### src/rtl/imm_pkg.sv
// Shared types for the decode-stage immediate generator: format select and occupancy state.
package imm_pkg;

  typedef enum logic [2:0] {
    IMM_I   = 3'b000,
    IMM_S   = 3'b001,
    IMM_B   = 3'b010,
    IMM_J   = 3'b011,
    IMM_U   = 3'b100,
    IMM_Z   = 3'b101,
    IMM_SH  = 3'b110,
    IMM_ILL = 3'b111
  } imm_fmt_t;

  typedef enum logic [1:0] {
    OCC_EMPTY = 2'd0,
    OCC_ONE   = 2'd1,
    OCC_TWO   = 2'd2
  } occ_t;

  localparam int INSTR_W = 32;

endpackage

### src/rtl/imm_extract.sv
// Combinational immediate extraction/extension for every RV32I/RV64I format plus zimm and shamt.
// Zero latency; illegal selects return imm=0 with err=1.
module imm_extract
  import imm_pkg::*;
#(
  parameter int XLEN    = 32,
  parameter bit ZIMM_EN = 1'b1
) (
  input  logic [INSTR_W-1:0] In,
  input  logic [2:0]         ImmSrc,
  output logic [XLEN-1:0]    imm,
  output logic               err
);

  logic [31:0] w_raw;
  logic        w_sext;
  logic        w_unused;

  // Opcode bits never contribute to any immediate.
  assign w_unused = ^In[6:0];

  always_comb begin
    w_raw  = 32'b0;
    w_sext = 1'b0;
    err    = 1'b0;
    case (imm_fmt_t'(ImmSrc))
      IMM_I: begin
        w_raw  = {{20{In[31]}}, In[31:20]};
        w_sext = 1'b1;
      end
      IMM_S: begin
        w_raw  = {{20{In[31]}}, In[31:25], In[11:7]};
        w_sext = 1'b1;
      end
      IMM_B: begin
        w_raw  = {{19{In[31]}}, In[31], In[7], In[30:25], In[11:8], 1'b0};
        w_sext = 1'b1;
      end
      IMM_J: begin
        w_raw  = {{11{In[31]}}, In[31], In[19:12], In[20], In[30:21], 1'b0};
        w_sext = 1'b1;
      end
      IMM_U: begin
        w_raw  = {In[31:12], 12'b0};
        w_sext = 1'b1;
      end
      IMM_Z: begin
        if (ZIMM_EN) w_raw = {27'b0, In[19:15]};
        else         err   = 1'b1;
      end
      IMM_SH: begin
        if (XLEN == 64) w_raw = {26'b0, In[25:20]};
        else            w_raw = {27'b0, In[24:20]};
      end
      default: err = 1'b1;
    endcase
  end

  // Upper half only matters for XLEN=64; the cast drops it for XLEN=32.
  assign imm = XLEN'({{32{w_sext & w_raw[31]}}, w_raw});

endmodule

### src/rtl/imm_gen_pipe.sv
// Registered immediate generator with valid/ready and a 2-entry skid; 1-cycle latency.
// in_ready is registered (skid empty), so back-pressure never drops or reorders instructions.
module imm_gen_pipe
  import imm_pkg::*;
#(
  parameter int XLEN    = 32,
  parameter int TAG_W   = 32,
  parameter bit ZIMM_EN = 1'b1
) (
  input  logic               clk,
  input  logic               rst,
  input  logic               flush,
  input  logic               in_valid,
  output logic               in_ready,
  input  logic [INSTR_W-1:0] In,
  input  logic [2:0]         ImmSrc,
  input  logic [TAG_W-1:0]   in_tag,
  output logic               out_valid,
  input  logic               out_ready,
  output logic [XLEN-1:0]    Imm_Ext,
  output logic [TAG_W-1:0]   out_tag,
  output logic               out_err
);

  occ_t             r_state;
  occ_t             w_state_nxt;
  logic             r_in_rdy;
  logic [XLEN-1:0]  r_imm,   r_s_imm;
  logic [TAG_W-1:0] r_tag,   r_s_tag;
  logic             r_err,   r_s_err;

  logic [XLEN-1:0]  w_imm;
  logic             w_err;
  logic             w_acc;
  logic             w_pop;
  logic             w_load_out;
  logic             w_load_skid;
  logic             w_skid_mv;

  imm_extract #(
    .XLEN    (XLEN),
    .ZIMM_EN (ZIMM_EN)
  ) u_extract (
    .In     (In),
    .ImmSrc (ImmSrc),
    .imm    (w_imm),
    .err    (w_err)
  );

  // Flush beats a same-cycle accept.
  assign w_acc = in_valid & r_in_rdy & ~flush;
  assign w_pop = (r_state != OCC_EMPTY) & out_ready;

  always_ff @(posedge clk or negedge rst) begin
    if (!rst) begin
      r_state  <= OCC_EMPTY;
      r_in_rdy <= 1'b1;
    end else begin
      r_state  <= w_state_nxt;
      r_in_rdy <= (w_state_nxt != OCC_TWO);
    end
  end

  always_comb begin
    w_state_nxt = r_state;
    if (flush) begin
      w_state_nxt = OCC_EMPTY;
    end else begin
      case (r_state)
        OCC_EMPTY: if (w_acc) w_state_nxt = OCC_ONE;
        OCC_ONE: begin
          if (w_acc && !w_pop)      w_state_nxt = OCC_TWO;
          else if (!w_acc && w_pop) w_state_nxt = OCC_EMPTY;
        end
        OCC_TWO:   if (w_pop) w_state_nxt = OCC_ONE;
        default:   w_state_nxt = OCC_EMPTY;
      endcase
    end
  end

  always_comb begin
    w_load_out  = 1'b0;
    w_load_skid = 1'b0;
    w_skid_mv   = 1'b0;
    case (r_state)
      OCC_EMPTY: w_load_out = w_acc;
      OCC_ONE: begin
        w_load_out  = w_acc & w_pop;
        w_load_skid = w_acc & ~w_pop;
      end
      OCC_TWO:   w_skid_mv = w_pop & ~flush;
      default: ;
    endcase
  end

  always_ff @(posedge clk or negedge rst) begin
    if (!rst) begin
      r_imm <= '0;
      r_tag <= '0;
      r_err <= 1'b0;
    end else if (w_load_out) begin
      r_imm <= w_imm;
      r_tag <= in_tag;
      r_err <= w_err;
    end else if (w_skid_mv) begin
      r_imm <= r_s_imm;
      r_tag <= r_s_tag;
      r_err <= r_s_err;
    end
  end

  always_ff @(posedge clk or negedge rst) begin
    if (!rst) begin
      r_s_imm <= '0;
      r_s_tag <= '0;
      r_s_err <= 1'b0;
    end else if (w_load_skid) begin
      r_s_imm <= w_imm;
      r_s_tag <= in_tag;
      r_s_err <= w_err;
    end
  end

  assign in_ready  = r_in_rdy;
  assign out_valid = (r_state != OCC_EMPTY);
  assign Imm_Ext   = r_imm;
  assign out_tag   = r_tag;
  assign out_err   = r_err;

endmodule
### config.mk
export PLATFORM = sky130hd
export DESIGN_NAME = imm_gen_pipe
export DESIGN_NICKNAME = d
export VERILOG_FILES = /design/src/rtl/imm_pkg.sv /design/src/rtl/imm_extract.sv /design/src/rtl/imm_gen_pipe.sv
export SDC_FILE = /design/constraint.sdc
export NUM_CORES = 1
export LEC_CHECK = 0
export BUFFER_PORTS_ARGS = -buffer_cell sky130_fd_sc_hd__buf_2
export CORE_MARGIN = 2
export CORE_UTILIZATION = 40
export CTS_CLUSTER_DIAMETER = 150
export DETAILED_ROUTE_END_ITERATION = 16
export GPL_ROUTABILITY_DRIVEN = 0
export GPL_TIMING_DRIVEN = 0
export PLACE_DENSITY = 0.65
export SYNTH_ARGS = -nofsm -noshare
export SYNTH_HDL_FRONTEND = slang
export SYNTH_SLANG_ARGS = --single-unit
### constraint.sdc
create_clock -name clk -period 2 [get_ports clk]
set_clock_uncertainty 0.05 [all_clocks]
set_input_delay 0.1 -clock clk [delete_from_list [all_inputs] [get_ports clk]]
set_output_delay 0.1 -clock clk [all_outputs]
set_load 0.01 [all_outputs]
==> flow_metrics.tcl, run 1 <==
set metrics [dict create \
    hold_class "primary input to flip-flop" \
    wl_um 16700 \
    power_switching_mw 2.26 \
    grt_pass1_wl_um 26500 \
    power_leakage_nw 3.87 \
    p_per_area_nw_per_um2 1000 \
    clk_path_buf_depth 2 \
    yosysSeqAreaShare_pct 54.7 \
    place_area_um2 7000 \
    yosysUniqueCellTypes 38 \
    rsz0062_at_grt "yes" \
    relSlewSlack_pct 62.2 \
    finalCriticalPeriod_ns 2.01 \
    n_antenna_cell 0 \
    cts_root_buf "clkbuf_16" \
    fp.dieH_um 127 \
    ys_seq_elements 133 \
    max_freq_mhz 499 \
    required_ns 2.25 \
    ir_drop_v 0.000698 \
    synth_nets 620 \
    worstPathArrival_ns 2.25 \
    grt_pass1_vias 5205 \
    numCtsBuffers 17 \
    pwr-share-clk_pct 37.5 \
    setup_viol 4 \
    htree_levels 4 \
    ys_warn_count 0 \
    fin_crit_sh_pct 100 \
    grt_max_degree 98 \
    die-area_um2 16200 \
    core-area_um2 15000 \
    nets 821 \
    share_seq_of_total_power_pct 43.5 \
    clk_pin_slew_ns 0.06 \
    tns_ns -0.0109 \
    detail_route.wl_per_cell_um 17.6 \
    start_util_pct 40.5 \
    critPathCaptureType "flip-flop" \
    dp.cells 866 \
    drc 0 \
    start_kind "flip-flop" \
    run_status "finished with violations" \
    synthesis.area_um2 6090 \
    drv_slew 0 \
    fin_ws_ns -0.00501 \
    stdcell_area_um2 8210 \
    p_sw_share_pct 27.5 \
    final_cells 950 \
    ios 139 \
    crit_fanout 10 \
    violations "negative setup slack" \
    maxCapViolCount 0 \
    rows 45 \
    clock_latency_ns 0.42 \
    dpl.hpwl_um 11500 \
    path_class "flip-flop to flip-flop" \
    hold_ws_ns 0.0243 \
    grt_overflow 0 \
    num_vias 5047 \
    detail_route.iter0.violations 336 \
    drive_above_1_share_pct 32.9 \
    ant_nets 0 \
    hold_viol_final 0 \
    netlist_instances 548 \
    antenna_found_initial 0 \
    portBuffers 129 \
    die_x_um 127 \
    viasPerCell 5.31 \
    grt_usage_pct 21.0 \
    area_growth_pct 35.0 \
    comb_power_share_pct 19.0 \
    avgSynthCellArea_um2 11.1 \
    internal_power_mw 5.97 \
    tritoncts "built" \
    drt-pass1-iter-count 5 \
    tightestPinTransition_ns 0.568 \
    cts.sinks 133 \
]
-- cell usage after synthesis --
cell type | n | share of area (%)
o21a_1 | 2 | 0.25
nor4b_1 | 1 | 0.14
a211oi_1 | 9 | 1.1
nand2b_1 | 6 | 0.62
xor2_1 | 1 | 0.14
clkbuf_1 | 25 | 1.5
buf_2 | 13 | 1.1
nand3_1 | 5 | 0.41
nand2_1 | 66 | 4.1
or4b_4 | 1 | 0.23
and2_1 | 17 | 1.7
and4bb_2 | 1 | 0.21
mux2_4 | 23 | 5.7
and4b_1 | 1 | 0.16
inv_1 | 18 | 1.1
dfrtp_1 | 132 | 54
nor3b_1 | 1 | 0.12
buf_6 | 4 | 0.74
mux2i_1 | 33 | 5.4
mux2_2 | 16 | 3.0
or2_2 | 1 | 0.10
a22oi_1 | 12 | 1.5
o221ai_1 | 8 | 1.2
o22a_1 | 8 | 1.2
a21oi_1 | 35 | 2.9
o31ai_1 | 5 | 0.62
a221o_1 | 12 | 2.0
or4_1 | 1 | 0.12
buf_4 | 1 | 0.12
and3b_1 | 1 | 0.14
nor2b_1 | 13 | 1.3
o21ai_0 | 61 | 5.0
a21o_1 | 1 | 0.12
nor2_1 | 10 | 0.62
nor4_4 | 1 | 0.35
or3b_2 | 1 | 0.14
nor2b_4 | 1 | 0.23
dfstp_2 | 1 | 0.43
-- metal layers --
| metal | vias to the layer above | track usage [%] | wire, um |
|---|---|---|---|
| met3 | 25 | 4.10 | 721 |
| met4 | 0 | 8.14 | 403 |
| met5 | - | 0 | 0 |
| met2 | 146 | 34.8 | 8140 |
| met1 | 2536 | 27.5 | 7460 |
| li1 | 2340 | - | - |
-- registers in the layout (all words and copies together) (netlist names) --
register and cells:
out_tag 32, out_err 1, in_ready 1, r_state 2, Imm_Ext 32, r_s_err 1, r_s_tag 32, r_s_imm 32
-- layout make-up --
class	instances	area, um^2
Inverter	18	71.3
Multi-Input combinational cell	354	2500
Timing Repair Buffer	183	1200
Buffer	42	280
Fill cell	1296	6820
Tap cell	188	235
Sequential cell	133	3330
Clock inverter	10	124
Clock buffer	22	464
-- power by group through the flow --
stage          registers, mW  logic [mW]  clock network, mW
2_1_floorplan           3.66       0.777                  0
3_3_place_gp            3.58        1.42                  0
3_5_place_dp            3.61        1.47                  0
4_1_cts                 3.58        1.55               3.15
5_1_grt                 3.65        1.72               3.26
6_report                3.58        1.57               3.09
-- worst max-delay path: stages (launching register included) --
cell and delay (ns):
dfstp_2 0.56, nand2_4 0.08, or4b_4 0.58, buf_12 0.17, buf_12 0.15, mux2_4 0.30
-- placed cells by master (no fill, tap or decap), drive strengths merged, types with 2 or more instances in the layout --
| cell type | count |
|---|---|
| buf | 159 |
| dfrtp | 132 |
| nand2 | 66 |
| o21ai | 61 |
| dlygate4sd3 | 44 |
| clkbuf | 44 |
| mux2 | 39 |
| a21oi | 35 |
| mux2i | 33 |
| inv | 18 |
| and2 | 17 |
| nor2b | 14 |
| a22oi | 12 |
| a221o | 12 |
| nor2 | 10 |
| a211oi | 9 |
| o22a | 8 |
| o221ai | 8 |
| nand2b | 6 |
| clkinvlp | 6 |
| nand3 | 5 |
| o31ai | 5 |
| o21a | 2 |
| bufinv | 2 |
| clkinv | 2 |
-- stage by stage --
step | util, % | setup WS [ns] | total power [mW]
after floorplan | - | 0.0430 | 4.43
after global placement | 46.3 | -0.957 | 5.00
after detailed placement | 46.6 | -0.427 | 5.09
after CTS | 53.7 | 0.00551 | 8.28
after global routing | 54.6 | -0.0442 | 8.63
final | 54.6 | -0.00501 | 8.24
-- timing repair --
item	CTS	global route
gates cloned	0	1
pin swaps	1	1
buffers inserted	2	6
resized for setup	14	39
hold buffers	44	0
setup endpoints to repair	112	96
endpoints found under the hold margin	198	0
-- path summary, 6_finish.rpt --
check                                  startpoint                 endpoint  slack (ns)  depth (start not counted)
min in group asynchronous                     rst  Imm_Ext[14]$_DFFE_PN0P_        0.09                          2
min reg2reg                r_s_imm[8]$_DFFE_PN0P_   r_s_imm[8]$_DFFE_PN0P_        0.42                          2
max in group asynchronous                     rst  out_tag[18]$_DFFE_PN0P_        1.01                          3
max reg2reg                    in_ready$_DFF_PN1_  r_s_tag[24]$_DFFE_PN0P_      -0.005                          5
max                            in_ready$_DFF_PN1_  r_s_tag[24]$_DFFE_PN0P_      -0.005                          5
min                                        In[24]  r_s_imm[24]$_DFFE_PN0P_        0.02                          3
-- kinds of logic (layout without fill, tap and decap cells) --
logic type             count (synthesis)  in the layout  share of synthesized area (%)
AND/OR/NAND/NOR                      128            128                           10.8
AO/OA/AOI/OAI                        153            153                           15.7
flip-flops                           133            133                           54.7
buffers and inverters                 61            275                           4.58
XOR/XNOR                               1              1                          0.144
multiplexers                          72             72                           14.1
Power figures use the tool's default switching activity.
==> inputs of run 2 (changes only) <==
--- a/config.mk
+++ b/config.mk
@@ -6,6 +6,7 @@
 export NUM_CORES = 1
 export LEC_CHECK = 0
 export BUFFER_PORTS_ARGS = -buffer_cell sky130_fd_sc_hd__buf_2
+export CORE_ASPECT_RATIO = 0.6
 export CORE_MARGIN = 2
 export CORE_UTILIZATION = 40
 export CTS_CLUSTER_DIAMETER = 150
==> flow_metrics.tcl, run 2 (synthesis gave the netlist of run 1 again) <==
set metrics [dict create \
    start_kind "flip-flop" \
    fin_crit_sh_pct 98.0 \
    critical_path.max_stage_delay_ns 0.55 \
    rows 34 \
    p_per_area_nw_per_um2 1030 \
    start_util_pct 41.5 \
    fin_ws_ns 0.0399 \
    dp.cells 876 \
    run_status "finished, final reports clean" \
    max_freq_mhz 510 \
    dp_slack_ns -0.444 \
    dpl.hpwl_um 12200 \
    antenna_found_initial 0 \
    grt_usage_pct 22.1 \
    area_growth_pct 34.3 \
    n_antenna_cell 0 \
    ios 139 \
    grt_pass1_vias 5155 \
    clock_latency_ns 0.41 \
    nets 816 \
    drive_above_1_share_pct 32.3 \
    cts_root_buf "clkbuf_16" \
    ir_drop_v 0.000640 \
    maxCapViolCount 0 \
    r2r_setup_slack_ns 0.04 \
    grt_max_degree 93 \
    setup_viol 0 \
    final_util_pct 55.7 \
    tns_ns 0 \
    detail_route.wl_per_cell_um 18.4 \
    clk_path_buf_depth 2 \
    drv_slew 0 \
    slowest_stage "dfstp_2" \
    layout_commonest_cell "buf_2" \
    drc 0 \
    htree_levels 4 \
    cts.sinks 133 \
    portBuffers 129 \
    die-area_um2 16200 \
    path_buf_inv 2 \
    path_class "flip-flop to flip-flop" \
    path_cells "nand2_4 -> or4b_4 -> buf_12 -> buf_8 -> mux2_4" \
    detail_route.iter0.violations 318 \
    hold_viol_final 0 \
    fp.dieH_um 99.5 \
    ant_nets 0 \
    critical_path.top_delay_family "simple AND/OR/NAND/NOR gates" \
    rsz0062_at_grt "yes" \
    critPathCaptureType "flip-flop" \
    wl_um 17500 \
    required_ns 2.23 \
    final_cells 954 \
    relSlewSlack_pct 61.0 \
    tightestPinTransition_ns 0.585 \
    worstPathArrival_ns 2.19 \
    crit_fanout 10 \
    num_vias 5067 \
    viasPerCell 5.31 \
    power_leakage_nw 3.85 \
    finalCriticalPeriod_ns 1.96 \
    tritoncts "built" \
    core-area_um2 14700 \
    grt_overflow 0 \
    numCtsBuffers 17 \
    drt-pass1-iter-count 5 \
    grt_pass1_wl_um 27500 \
    final_cell_mix "140 x buf_2, 132 x dfrtp_1, 64 x nand2_1" \
    die_x_um 163 \
    hold_class "primary input to flip-flop" \
    clk_pin_slew_ns 0.06 \
]
## run 2: repair_timing
item | CTS | global route
pin swaps | 1 | 1
resized for setup | 20 | 14
hold buffers | 43 | 0
endpoints found under the hold margin | 124 | 0
setup endpoints to repair | 113 | 77
setup buffers | 2 | 4
## run 2: final cells by class
type	count	area, um^2
well taps	198	248
plain buffers	41	251
multi-input cells	354	2500
repair buffers	179	1150
clock inverters	12	180
inverters	18	67.6
fillers	1260	6500
clock buffers	19	443
flip-flops and latches	133	3330
## run 2: worst register-to-register path, delay by kind of cell, from the launching register on
| family | cells | cell delay, ns |
|---|---|---|
| and+or+nand+nor | 2 | 0.61 |
| DFF | 1 | 0.55 |
| buffers and inverters | 2 | 0.33 |
| muxes | 1 | 0.30 |
## run 2: path summary, 6_finish.rpt
| kind | start | endpoint | cells after the start |
|---|---|---|---|
| setup / recovery | in_ready$_DFF_PN1_ | r_s_tag[23]$_DFFE_PN0P_ | 5 |
| hold / removal | In[23] | r_s_imm[23]$_DFFE_PN0P_ | 3 |
| setup reg to reg | in_ready$_DFF_PN1_ | r_s_tag[23]$_DFFE_PN0P_ | 5 |
| hold reg to reg | r_s_imm[10]$_DFFE_PN0P_ | r_s_imm[10]$_DFFE_PN0P_ | 2 |
| max in group asynchronous | rst | r_s_tag[21]$_DFFE_PN0P_ | 3 |
| min in group asynchronous | rst | Imm_Ext[14]$_DFFE_PN0P_ | 2 |
## run 2: metal layers
layer	part of all wire [%]	track usage (%)
met1	49	33.2
met2	42	31.3
met3	7.5	5.63
met4	1.5	6.47
met5	0	0
## run 2: where the power goes
part,internal [mW],switching [mW]
registers,3.26,0.312
logic,0.797,0.775
clock network,2.12,1.18
## run 2: stage by stage
stage                     area (um^2)  power (mW)  hold WS, ns
after floorplan                  6090        4.43       -0.246
after global placement           6980        5.00        0.268
after detailed placement         7010        5.10     -0.00389
after CTS                        8130        8.49       0.0102
after global routing             8180        8.82       0.0479
final                            8180        8.44       0.0268
